--- config.mk ---
export PLATFORM = sky130hd
export DESIGN_NAME = vga_text_vram_arbiter
export DESIGN_NICKNAME = d
export VERILOG_FILES = /design/src/rtl/vga_text_pkg.sv /design/src/rtl/vga_text_addr_gen.sv /design/src/rtl/vga_text_vram_arbiter.sv
export SDC_FILE = /design/constraint.sdc
export NUM_CORES = 1
export LEC_CHECK = 0
export ABC_CLOCK_PERIOD_IN_PS = 9450
export CAP_MARGIN = 20
export CORE_MARGIN = 5
export CORE_UTILIZATION = 46
export CTS_BUF_LIST = sky130_fd_sc_hd__clkbuf_4 sky130_fd_sc_hd__clkbuf_8
export DETAILED_ROUTE_END_ITERATION = 10
export GPL_TIMING_DRIVEN = 0
export HOLD_SLACK_MARGIN = 0.1
export PLACE_DENSITY = 0.95
export SLEW_MARGIN = 20
export SYNTH_ARGS = -nofsm -noshare
export SYNTH_HDL_FRONTEND = slang
export SYNTH_SLANG_ARGS = --single-unit
export TNS_END_PERCENT = 1
--- constraint.sdc ---
create_clock -name i_clk -period 9.45 [get_ports i_clk]
set_clock_uncertainty 0.05 [all_clocks]
set_input_delay 2.3625 -clock i_clk [delete_from_list [all_inputs] [get_ports i_clk]]
set_output_delay 2.3625 -clock i_clk [all_outputs]
set_load 0.01 [all_outputs]
--- src/rtl/vga_text_pkg.sv ---
// Shared constants and types for the VGA text-mode blocks.
package vga_text_pkg;

    localparam int          VT_COLS       = 80;     // character columns per row
    localparam int          VT_ROWS       = 30;     // character rows per screen
    localparam int          VT_AW         = 12;     // VRAM address width
    localparam int          CELL_W        = 8;      // pixels per cell, horizontal
    localparam int          CELL_H        = 16;     // pixels per cell, vertical
    localparam logic [7:0]  VT_CLEAR_CHAR = 8'h20;  // blank (space)

    typedef enum logic {
        IDLE  = 1'b0,
        CLEAR = 1'b1
    } arb_state_e;

endpackage

--- src/rtl/vga_text_addr_gen.sv ---
// Maps a pixel coordinate to its character-cell address: (y/CELL_H)*COLS + x/CELL_W.
// Purely combinational so the cursor/overlay blocks can reuse it.
module vga_text_addr_gen
    import vga_text_pkg::*;
#(
    parameter int COLS = VT_COLS,
    parameter int AW   = VT_AW
) (
    input  logic [9:0]    i_x,
    input  logic [8:0]    i_y,
    output logic [AW-1:0] o_addr
);

    localparam int XS = $clog2(CELL_W);
    localparam int YS = $clog2(CELL_H);

    logic [31:0] w_col;
    logic [31:0] w_row;

    assign w_col  = 32'(i_x) >> XS;
    assign w_row  = 32'(i_y) >> YS;
    // COLS is a constant, so this is a constant-coefficient multiply; the
    // result fits AW bits for every on-screen coordinate.
    assign o_addr = AW'(w_row * 32'(COLS) + w_col);

endmodule

--- src/rtl/vga_text_vram_arbiter.sv ---
// Single-port text VRAM arbiter: the display fetch owns one cycle per
// 8-pixel cell, the host port and the screen-clear engine share the rest.
module vga_text_vram_arbiter
    import vga_text_pkg::*;
#(
    parameter int         COLS       = VT_COLS,
    parameter int         ROWS       = VT_ROWS,
    parameter int         AW         = VT_AW,
    parameter logic [7:0] CLEAR_CHAR = VT_CLEAR_CHAR
) (
    input  logic          i_clk,
    input  logic          i_rst,          // async, active low
    // lookahead fetch coordinates from the timing generator
    input  logic          i_fetch_on,
    input  logic [9:0]    i_fetch_x,
    input  logic [8:0]    i_fetch_y,
    // host request/response
    input  logic          i_req_valid,
    output logic          o_req_ready,
    input  logic          i_req_we,
    input  logic [AW-1:0] i_req_addr,
    input  logic [7:0]    i_req_wdata,
    output logic          o_rsp_valid,
    output logic [7:0]    o_rsp_rdata,
    // clear engine
    input  logic          i_clear_start,
    output logic          o_clear_busy,
    // VRAM port
    output logic          o_mem_en,
    output logic          o_mem_we,
    output logic [AW-1:0] o_mem_addr,
    output logic [7:0]    o_mem_wdata,
    input  logic [7:0]    i_mem_rdata,
    // glyph stage
    output logic [7:0]    o_char_code,
    output logic          o_char_valid
);

    localparam int            CELLS     = COLS * ROWS;
    localparam logic [AW-1:0] LAST_CELL = AW'(CELLS - 1);

    arb_state_e    r_state;
    logic [AW-1:0] r_cnt;
    logic          r_busy;
    logic          r_slot_d;
    logic          r_char_valid;
    logic [7:0]    r_char_code;
    logic          r_rsp_valid;

    logic          w_slot;
    logic          w_ready;
    logic          w_accept;
    logic [AW-1:0] w_fetch_addr;

    vga_text_addr_gen #(
        .COLS (COLS),
        .AW   (AW)
    ) u_addr_gen (
        .i_x    (i_fetch_x),
        .i_y    (i_fetch_y),
        .o_addr (w_fetch_addr)
    );

    // First pixel of a visible cell: the display owns the RAM this cycle.
    assign w_slot   = i_fetch_on && (i_fetch_x[2:0] == 3'd0);
    // Ready does not look at valid; clear_start beats a same-cycle request.
    assign w_ready  = i_rst && (r_state == IDLE) && !w_slot && !i_clear_start;
    assign w_accept = i_req_valid && w_ready;

    assign o_req_ready  = w_ready;
    assign o_clear_busy = r_busy;
    assign o_char_code  = r_char_code;
    assign o_char_valid = r_char_valid;
    assign o_rsp_valid  = r_rsp_valid;
    // RAM data arrives one cycle after the accept, together with rsp_valid.
    assign o_rsp_rdata  = r_rsp_valid ? i_mem_rdata : 8'h00;

    // Memory-port mux: display slot, then clear engine, then host.
    always_comb begin
        o_mem_en    = 1'b0;
        o_mem_we    = 1'b0;
        o_mem_addr  = '0;
        o_mem_wdata = 8'h00;
        if (!i_rst) begin
            o_mem_en = 1'b0;
        end else if (w_slot) begin
            o_mem_en   = 1'b1;
            o_mem_addr = w_fetch_addr;
        end else if (r_state == CLEAR) begin
            o_mem_en    = 1'b1;
            o_mem_we    = 1'b1;
            o_mem_addr  = r_cnt;
            o_mem_wdata = CLEAR_CHAR;
        end else if (w_accept) begin
            o_mem_en    = 1'b1;
            o_mem_we    = i_req_we;
            o_mem_addr  = i_req_addr;
            o_mem_wdata = i_req_wdata;
        end
    end

    // Arbitration FSM and clear counter; busy is registered with the state.
    always_ff @(posedge i_clk or negedge i_rst) begin
        if (!i_rst) begin
            r_state <= IDLE;
            r_cnt   <= '0;
            r_busy  <= 1'b0;
        end else begin
            case (r_state)
                IDLE: begin
                    if (i_clear_start) begin
                        r_state <= CLEAR;
                        r_cnt   <= '0;
                        r_busy  <= 1'b1;
                    end
                end
                CLEAR: begin
                    // A display slot steals the cycle; the counter just waits.
                    // clear_start is ignored here, so no restart.
                    if (!w_slot) begin
                        if (r_cnt == LAST_CELL) begin
                            r_state <= IDLE;
                            r_cnt   <= '0;
                            r_busy  <= 1'b0;
                        end else begin
                            r_cnt <= r_cnt + AW'(1);
                        end
                    end
                end
                default: begin
                    r_state <= IDLE;
                    r_busy  <= 1'b0;
                end
            endcase
        end
    end

    // Display return path: capture RAM data the cycle after a slot.
    always_ff @(posedge i_clk or negedge i_rst) begin
        if (!i_rst) begin
            r_slot_d     <= 1'b0;
            r_char_valid <= 1'b0;
            r_char_code  <= 8'h00;
        end else begin
            r_slot_d     <= w_slot;
            r_char_valid <= r_slot_d;
            if (r_slot_d) begin
                r_char_code <= i_mem_rdata;
            end
        end
    end

    // Host read response flag; reset drops any read still in flight.
    always_ff @(posedge i_clk or negedge i_rst) begin
        if (!i_rst) begin
            r_rsp_valid <= 1'b0;
        end else begin
            r_rsp_valid <= w_accept && !i_req_we;
        end
    end

endmodule

==> results.toml, run 1 <==
[global_routing]
grt_max_degree = 29
antenna_found_initial = 0
grt_overflow = 0
grt_pass1_wl_um = 10080
grt_usage = 0.2052
grt_pass1_vias = 2179

[sta]
setup_slack_ns = 1.426
slew_viol_final = 0
hold_viol_final = 0
worst_pin_slew_ns = 0.5889
finalSetupViolCount = 0
hold_ws_ns = 0.3268
setup_tns_ns = 0
rsz0062_at_grt = "no"
fmaxAchievable_ghz = 0.1246
layout_worst_path_cycle_share = 0.8491
slew_headroom = 0.6074
period_needed_ns = 8.024

[cts]
tritoncts = "yes"
clkTransAtPathRegs_ns = 0.08
cts_buffers = 3
hold_buffers = 0
cts_resized = 0
cts_sinks = 25
clk_path_buf_depth = 2
clkLatencyLatePin_ns = 0.26
post_cts_buffers = 0
h-tree-depth = 1
root_buffer = "clkbuf_8"

[power_and_ir_drop]
power.density_mw_per_mm2 = 137.0
vdd_drop_max_uv = 130.2
p_leak_nw = 1.257

[route]
vias = 2189
drt_wl_total_um = 6271
ant_nets = 0
post_drt_wl_per_cell_um = 17.18
drt_iter0_drc = 178
firstDrtPassIters = 5
viasPerCell = 5.997
drc = 0

[floorplanning]
die_w_um = 76.26
die_area_mm2 = 0.005815
initial_core_util = 0.4703
placementRows = 24
pin_count = 95
core-area_mm2 = 0.004294
die_y_um = 76.26

[placement]
dp_hpwl_um = 4880
pre_cts_ws_ns = 1.421
io_buffers = 90
place_area_mm2 = 0.002980
place_congestion = 0.9539

[flow_run]
maxCapViolations = 0

[worst_setup_path]
arrival_ns = 5.61
critPathMaxFanout = 4
cp_data_required_time_ns = 7.04
critPathLaunchType = "input port"
end_kind = "primary output"
crit_type = "in2out"

[logic_synthesis]
ys_ff_latch = 25
synth_top_area_cell = "dfrtp_1"
synth_ff_type = "dfrtp_1"
ys_warn_count = 0
ys_seq_area_frac = 0.3098
yosysMostFrequentCell = "dfrtp_1"
synth_cell_types = 51
synth.avg_cell_area_um2 = 9.221
synthArstFlopShare = 1.000
synth_edf_count = 0
synth.top_cell.area_share = 0.3098
synthCells = 219
mappedNetlistArea_mm2 = 0.002019
yosys-top-cells-area = "dfrtp_1 31%, ha_1 6.2%, and2_1 5.0%"
netlist_top_cells_count = "25 x dfrtp_1, 16 x and2_1, 15 x nor2_1"
synthesis.nets = 284

[layout]
syn_to_final_growth_pct = 50.00
nNetsFinal = 379
final_core_util = 0.7054
num_antenna_cells = 0
fin_area_mm2 = 0.003029
final_layout_size_suffix_gt1_frac = 0.1150

[min_path]
hold_class = "reg2reg"

[outcome]
outcome = "complete, no violations"
==> per-stage QoR <==
step,power [mW],std cells
global placement,0.3384,361
floorplan,0.2595,219
global route,0.4393,365
detailed placement,0.3469,361
finish,0.4151,365
CTS,0.4132,365
==> layout by cell type, fill, tap and decap left out, types with 2 or more instances in the layout <==
master | netlist | routed
mux2_2 | 8 | 8
o41ai_1 | 2 | 2
o21ai_1 | 2 | 2
a221oi_1 | 9 | 9
dfrtp_1 | 25 | 25
clkbuf_1 | 7 | 7
a21oi_1 | 9 | 9
buf_2 | 3 | 4
o21ba_2 | 2 | 2
and3_1 | 7 | 7
clkdlybuf4s50_1 | 0 | 89
and2_1 | 16 | 16
o21ai_0 | 6 | 6
nor2_1 | 15 | 15
inv_1 | 10 | 10
or3_1 | 2 | 2
nand2_1 | 9 | 9
a211oi_2 | 5 | 5
clkbuf_8 | 0 | 3
ha_1 | 10 | 10
nand4_1 | 5 | 5
fa_1 | 2 | 2
nor3_1 | 7 | 7
nor2b_1 | 4 | 4
a211oi_1 | 3 | 3
a22o_1 | 2 | 2
nor4_1 | 3 | 3
xor2_1 | 3 | 3
nand3_1 | 13 | 13
nand2b_1 | 3 | 3
a31oi_1 | 2 | 2
buf_6 | 4 | 4
==> kinds of logic (layout without fill, tap and decap cells) <==
| family | Yosys count | in the layout | synth area share |
|---|---|---|---|
| AND/OR/NAND/NOR | 92 | 92 | 0.2615 |
| adder cells (fa/ha/maj) | 12 | 12 | 0.08179 |
| AO/OA/AOI/OAI | 53 | 53 | 0.2125 |
| flip-flops | 25 | 25 | 0.3098 |
| XOR/XNOR | 4 | 4 | 0.02417 |
| buffers and inverters | 25 | 119 | 0.06568 |
| multiplexers | 8 | 8 | 0.04461 |
==> registers in the layout, summed over array words and instances, names as in the netlist <==
| register | cells |
|---|---|
| r_cnt | 12 |
| r_slot_d | 1 |
| o_rsp_valid | 1 |
| o_clear_busy | 1 |
| o_char_valid | 1 |
| r_state | 1 |
| o_char_code | 8 |
==> critical path, cell delays in order <==
cell	delay [ns]
clkdlybuf4s50_1	0.46
ha_1	0.33
ha_1	0.23
inv_1	0.07
fa_1	0.45
nand2b_1	0.26
nor2_1	0.12
or4b_4	0.47
a311oi_2	0.28
clkdlybuf4s50_1	0.57
==> path summary, 6_finish.rpt <==
check	startpoint	slack (ns)	depth (start not counted)	end
max	i_fetch_y[5]	1.43	10	o_mem_addr[11]
min	r_slot_d	0.33	0	o_char_valid
max reg2reg	r_cnt[0]	7.44	6	r_cnt[5]
min reg2reg	r_slot_d	0.33	0	o_char_valid
max in group asynchronous	i_rst	6.92	1	r_cnt[2]
min in group asynchronous	i_rst	2.04	1	o_char_code[0]
==> power breakdown <==
part	leakage, nW	internal (mW)	switching [mW]
logic	0.935	0.105	0.0826
registers	0.296	0.132	0.0308
clock network	0.0262	0.0330	0.0321
total	1.26	0.270	0.145
==> area by class of cell <==
class,count,area (um^2)
buffer,14,86.33
timing repair buffer,90,895.9
clock buffer,4,48.80
multi-input combinational,169,1261
inverter,11,46.29
sequential,25,625.6
tap,52,65.06
fill,314,1265
==> routing by layer <==
layer	routed length [um]	up-vias	track usage
met4	100	0	0.05769
li1	-	1004	-
met3	532	16	0.03073
met1	2324	1031	0.2436
met2	3313	138	0.3784
met5	0	-	0
(Power assumes the default switching activity.)
==> run 2, diff against run 1 <==
--- a/config.mk
+++ b/config.mk
@@ -5,15 +5,15 @@
 export SDC_FILE = /design/constraint.sdc
 export NUM_CORES = 1
 export LEC_CHECK = 0
-export ABC_CLOCK_PERIOD_IN_PS = 9450
+export ABC_CLOCK_PERIOD_IN_PS = 7100
 export CAP_MARGIN = 20
 export CORE_MARGIN = 5
-export CORE_UTILIZATION = 46
+export CORE_UTILIZATION = 39
 export CTS_BUF_LIST = sky130_fd_sc_hd__clkbuf_4 sky130_fd_sc_hd__clkbuf_8
 export DETAILED_ROUTE_END_ITERATION = 10
 export GPL_TIMING_DRIVEN = 0
 export HOLD_SLACK_MARGIN = 0.1
-export PLACE_DENSITY = 0.95
+export PLACE_DENSITY = 0.91
 export SLEW_MARGIN = 20
 export SYNTH_ARGS = -nofsm -noshare
 export SYNTH_HDL_FRONTEND = slang
==> constraint.sdc (replaced) <==
create_clock -name i_clk -period 7.1 [get_ports i_clk]
set_clock_uncertainty 0.05 [all_clocks]
set_input_delay 1.775 -clock i_clk [delete_from_list [all_inputs] [get_ports i_clk]]
set_output_delay 1.775 -clock i_clk [all_outputs]
set_load 0.01 [all_outputs]
==> results.toml, run 2 (synthesis results as in run 1) <==
[sta]
setup_tns_ns = 0
worst_pin_slew_ns = 0.5986
hold_viol_final = 0
slew_viol_final = 0
layout_worst_path_cycle_share = 0.9450
rsz0062_at_grt = "no"
finalSetupViolCount = 0
period_needed_ns = 6.710
fmaxAchievable_ghz = 0.1490
setup_slack_ns = 0.3904
slew_headroom = 0.6009

[worst_setup_path]
critPathMaxFanout = 4
crit_type = "in2out"
arrival_ns = 4.88
reg2regPathDepth = 6
critPathLaunchType = "input port"
end_kind = "primary output"
reg2reg_slack_ns = 5.03
cp_data_required_time_ns = 5.28
r2r-end = "r_cnt[5]"
path_cells = "clkdlybuf4s50_1 > ha_1 > ha_1 > inv_1 > fa_1 > nand2b_1 > nor2_1 > or4b_4 > a311oi_2 > clkdlybuf4s50_1"
cpPeakStageDelay_ns = 0.57
crit_slowest_cell = "clkdlybuf4s50_1"
r2r-start = "r_cnt[0]"

[layout]
fillCellCount = 458
syn_to_final_growth_pct = 51.18
largest_reg_flops = 12
nNetsFinal = 379
instances_no_fill = 383
final_layout_size_suffix_gt1_frac = 0.1150
mostFrequentLayoutCells = "89 x clkdlybuf4s50_1, 25 x dfrtp_1, 16 x and2_1"
layout_commonest_cell = "clkdlybuf4s50_1"
num_antenna_cells = 0
max_flop_register = "r_cnt"

[route]
firstDrtPassIters = 4
drc = 0
drt_wl_total_um = 6214
drt_iter0_drc = 146
post_drt_wl_per_cell_um = 16.22
ant_nets = 0
vias = 2138
viasPerCell = 5.582

[power_and_ir_drop]
p_leak_nw = 1.257
power.density_mw_per_mm2 = 181.1
vdd_drop_max_uv = 123.3

[global_routing]
grt_overflow = 0
grt_max_degree = 29
grt_usage = 0.1926
antenna_found_initial = 0
grt_pass1_vias = 2170
grt_pass1_wl_um = 10190

[placement]
dp.cells = 379
io_buffers = 90
place_congestion = 0.8309
pre_cts_ws_ns = 0.3676
dp_hpwl_um = 4945

[floorplanning]
placementRows = 26
core-area_mm2 = 0.005075
pin_count = 95
die_area_mm2 = 0.006717
die_w_um = 81.96
initial_core_util = 0.3979
die_y_um = 81.96

[min_path]
min_path_cells = 0
hold-path-endpoint = "o_char_valid"
hold_class = "reg2reg"
hp-start = "r_slot_d"

[cts]
clk_path_buf_depth = 2
cts_buffers = 3
root_buffer = "clkbuf_8"
cts_sinks = 25
h-tree-depth = 1
cts_resized = 0
clkTransAtPathRegs_ns = 0.10
tritoncts = "yes"
post_cts_buffers = 0
clkLatencyLatePin_ns = 0.28
hold_buffers = 0

[outcome]
outcome = "complete, no violations"

[flow_run]
maxCapViolations = 0
==> run 2: cell types whose count changed in the layout (fill, tap and decap cells not counted) <==
cell	before	now
inv_6	0	1
clkbuf_4	1	0
==> run 2: worst max-delay path by stage <==
stage	startpoint	cells after the start	end	slack [ns]
2_1_floorplan	i_fetch_y[5]	8	o_mem_addr[11]	1.48
3_3_place_gp	i_fetch_y[5]	10	o_mem_addr[11]	0.43
3_5_place_dp	i_fetch_y[5]	10	o_mem_addr[11]	0.37
4_1_cts	i_fetch_y[5]	10	o_mem_addr[11]	0.37
5_1_grt	i_fetch_y[5]	10	o_mem_addr[11]	0.27
6_report	i_fetch_y[5]	10	o_mem_addr[11]	0.39
==> run 2: cell type report <==
type	instances	area (um^2)	share of cell area
plain buffers	14	86.33	0.02828
clock buffers	3	41.29	0.01352
multi-input cells	169	1261	0.4131
flip-flops and latches	25	625.6	0.2049
inverters	11	46.29	0.01516
clock inverters	1	8.758	0.002869
repair buffers	90	895.9	0.2934
well taps	70	87.58	0.02869
==> run 2: layer usage <==
metal / vias to the layer above / global-route usage / routed length [um]
met4: 0 / 0.06312 / 108
met3: 11 / 0.02083 / 419
li1: 1002 / - / -
met1: 1040 / 0.2404 / 2385
met5: - / 0 / 0
met2: 85 / 0.3433 / 3300
==> run 2: through the flow <==
| stage | area (um^2) | total power [mW] | util | hold WS, ns |
|---|---|---|---|---|
| 2_1_floorplan | 2019 | 0.3454 | - | 0.3019 |
| 3_5_place_dp | 3003 | 0.4618 | 0.5917 | 0.3267 |
| 5_1_grt | 3053 | 0.5865 | 0.6016 | 0.3549 |
| 6_report | 3053 | 0.5527 | 0.6016 | 0.3684 |
| 3_3_place_gp | 3008 | 0.4509 | 0.5927 | 0.3067 |
| 4_1_cts | 3053 | 0.5535 | 0.6016 | 0.3436 |
==> run 2: worst max-delay path: cells and delay by family <==
kind	cells	cell delay, ns
AO/OA/AOI/OAI	1	0.27
adder cells (fa/ha/maj)	3	0.96
buffers and inverters	3	1.10
AND/OR/NAND/NOR	3	0.78
==> run 2: where the power goes <==
group	internal, mW	total (mW)	switching (mW)
Sequential	0.175	0.215	0.0396
Combinational	0.140	0.245	0.105
Clock	0.0413	0.0927	0.0514
==> RTL change: new RTL, config.mk and constraints of run 2 <==
`CELL_W`: 8 -> 4.
--- a/src/rtl/vga_text_pkg.sv
+++ b/src/rtl/vga_text_pkg.sv
@@ -6,3 +6,3 @@
     localparam int          VT_AW         = 12;     // VRAM address width
-    localparam int          CELL_W        = 8;      // pixels per cell, horizontal
+    localparam int          CELL_W        = 4;      // pixels per cell, horizontal
     localparam int          CELL_H        = 16;     // pixels per cell, vertical
Formal check against the unedited RTL: not equivalent (Yosys sat finds a counterexample within 4 cycles, from zero or initial values and one cycle with i_rst low).
==> RTL change against run 2 <==
  * Count of clock-buffer cells in the layout stayed put
  * First-iteration DRC count grew 10%
  * Non-clock buffer count down 6
  * Wire length decreased by 2.7%
  * Synthesized cell count fell by 2.7%
  * Sequential cell count stayed put
  * Synthesized area fell by 5.1%
  * Combinational power decreased by 9.0%
  * Final cell count shrank 2.3%
  * Power down 4.9%
  * Design area shrank 3.5%
  * Setup slack better by 0.18 ns
  * Clock power fell by 5.3%
  * Critical path type unchanged
==> RTL change: results (changes against run 2) <==
H-Tree Depth 1 (unchanged); critical path launch point i_fetch_y[5] (unchanged); Final #Nets 374 (was 379); total CTS buffers 3 (unchanged); Async SR Flop Fraction 100% (unchanged); worst r2r path cells 5 (was 6); Synth Flop Type dfrtp_1 (unchanged); Clock Tree Root clkbuf_8 (unchanged); crit-path max cell delay 0.55 ns (was 0.57 ns); leakage power 1.22 nW (was 1.26 nW); all-layer global routing usage 18.2% (was 19.3%); Max IR drop VDD 0.0000973 V (was 0.000123 V); Commonest cells post-synth dfrtp_1 (25), a21oi_1 (16), nor2_1 (16) (was dfrtp_1 (25), and2_1 (16), nor2_1 (15)); DP Wirelength 4.97 mm (was 4.95 mm); top post-synthesis cells by area dfrtp_1 (33%), ha_1 (7.2%), and2_1 (4.9%) (was dfrtp_1 (31%), ha_1 (6.2%), and2_1 (5.0%)); Critical Path AT 4.70 ns (was 4.88 ns); layout cells sized above 1 7.49% (was 11.5%); hold_sp r_slot_d (unchanged); DRT Pass-1 Iters 4 (unchanged); syn_nets 279 (was 284); CP top delay family buffers and inverters (unchanged); sw frac 35.0% (was 35.5%); CP endpoint o_mem_addr[10] (was o_mem_addr[11]); DR vias 2028 (was 2138); Reg clk slew, reported paths 0.09 ns; Worst Tran Pin Value 0.692 ns (was 0.599 ns); Placer Congestion 0.906 (was 0.831); max reg flops 12 (unchanged); Top reg by flops r_cnt (unchanged); grt total ovfl 0 (unchanged); clk_lat worst skew 0.27 ns; initial antenna violation count 0 (unchanged); ANT cells 0 (unchanged); clk buf depth 2 (unchanged); largest net degree at the start of global routing 35 (was 29); reg2reg end o_clear_busy (was r_cnt[5]); Synthesis Warnings 0 (unchanged); status finished, final reports clean (unchanged); CTS resizes 0 (unchanged); Worst Hold Class reg -> reg (unchanged); Unique masters post-synth 49 (was 51); global-route wire length before repair 9.38 mm (was 10.2 mm); CP max FO 4 (unchanged); port bufs 90 (unchanged); Initial DRC Count 161 (was 146); Setup Fix Bufs, Post-CTS 0 (unchanged); flop2flop setup slack 5.01 ns (was 5.03 ns); Slowest-stage cell, CP clkdlybuf4s50_1 (unchanged); Final ANT Viol Nets 0 (unchanged); # fillers 395 (was 458); register area share after synthesis 32.6% (was 31.0%); RR Startpoint r_cnt[0] (unchanged); routed wire length 6.05 mm (was 6.21 mm)
RTL change: cell count changes in the layout (fill, tap and decap cells not counted), sizes merged, moves of 4 or more:
cell,delta
nand3,-6
a21oi,+7
o21ai,+5
xnor2,+5
buf,-4
and3,-5
RTL change: cell type report:
type	count	area [um^2]	area share, %
well taps	67	83.8	2.85
repair buffers	90	896	30.4
plain buffers	8	38.8	1.32
flip-flops and latches	25	626	21.2
clock inverters	1	7.51	0.255
inverters	14	52.6	1.78
clock buffers	3	41.3	1.40
multi-input cells	166	1200	40.7
RTL change: kinds of logic after synthesis:
family / share of synthesized area, %
flip-flops: 32.6
adder cells (fa/ha/maj): 9.27
buffers and inverters: 4.76
XOR/XNOR: 4.83
AND/OR/NAND/NOR: 21.9
multiplexers: 4.70
AO/OA/AOI/OAI: 21.9
RTL change: worst min-delay path by stage:
stage                        end  slack, ns  cells past startpoint
floorplan           o_char_valid       0.30                      0
global placement    o_char_valid       0.30                      0
detailed placement  o_char_valid       0.32                      0
CTS                 o_char_valid       0.34                      0
global route        o_char_valid       0.36                      0
finish              o_char_valid       0.34                      0
RTL change: stage by stage:
step                worst slack, ns  instance area [um^2]  hold WS [ns]  std cells
floorplan                      1.77                  1920         0.302        213
global placement              0.211                  2900         0.304        370
detailed placement            0.620                  2900         0.317        370
CTS                           0.590                  2950         0.338        374
global route                  0.471                  2950         0.359        374
finish                        0.574                  2950         0.343        374
RTL change: routing by layer:
metal	part of all wire [%]	vias up	GRT usage, %
met5	0	-	0
met4	0.56	0	1.52
met3	11	5	5.04
met2	47	107	32.9
met1	41	943	22.3
li1	-	973	-
RTL change: power by group through the flow:
stage	sequential, mW	combinational (mW)	clock, mW
after global routing	0.220	0.244	0.0949
final	0.215	0.223	0.0878
after detailed placement	0.216	0.223	0
after floorplan	0.210	0.117	0
after CTS	0.213	0.224	0.0900
after global placement	0.215	0.215	0
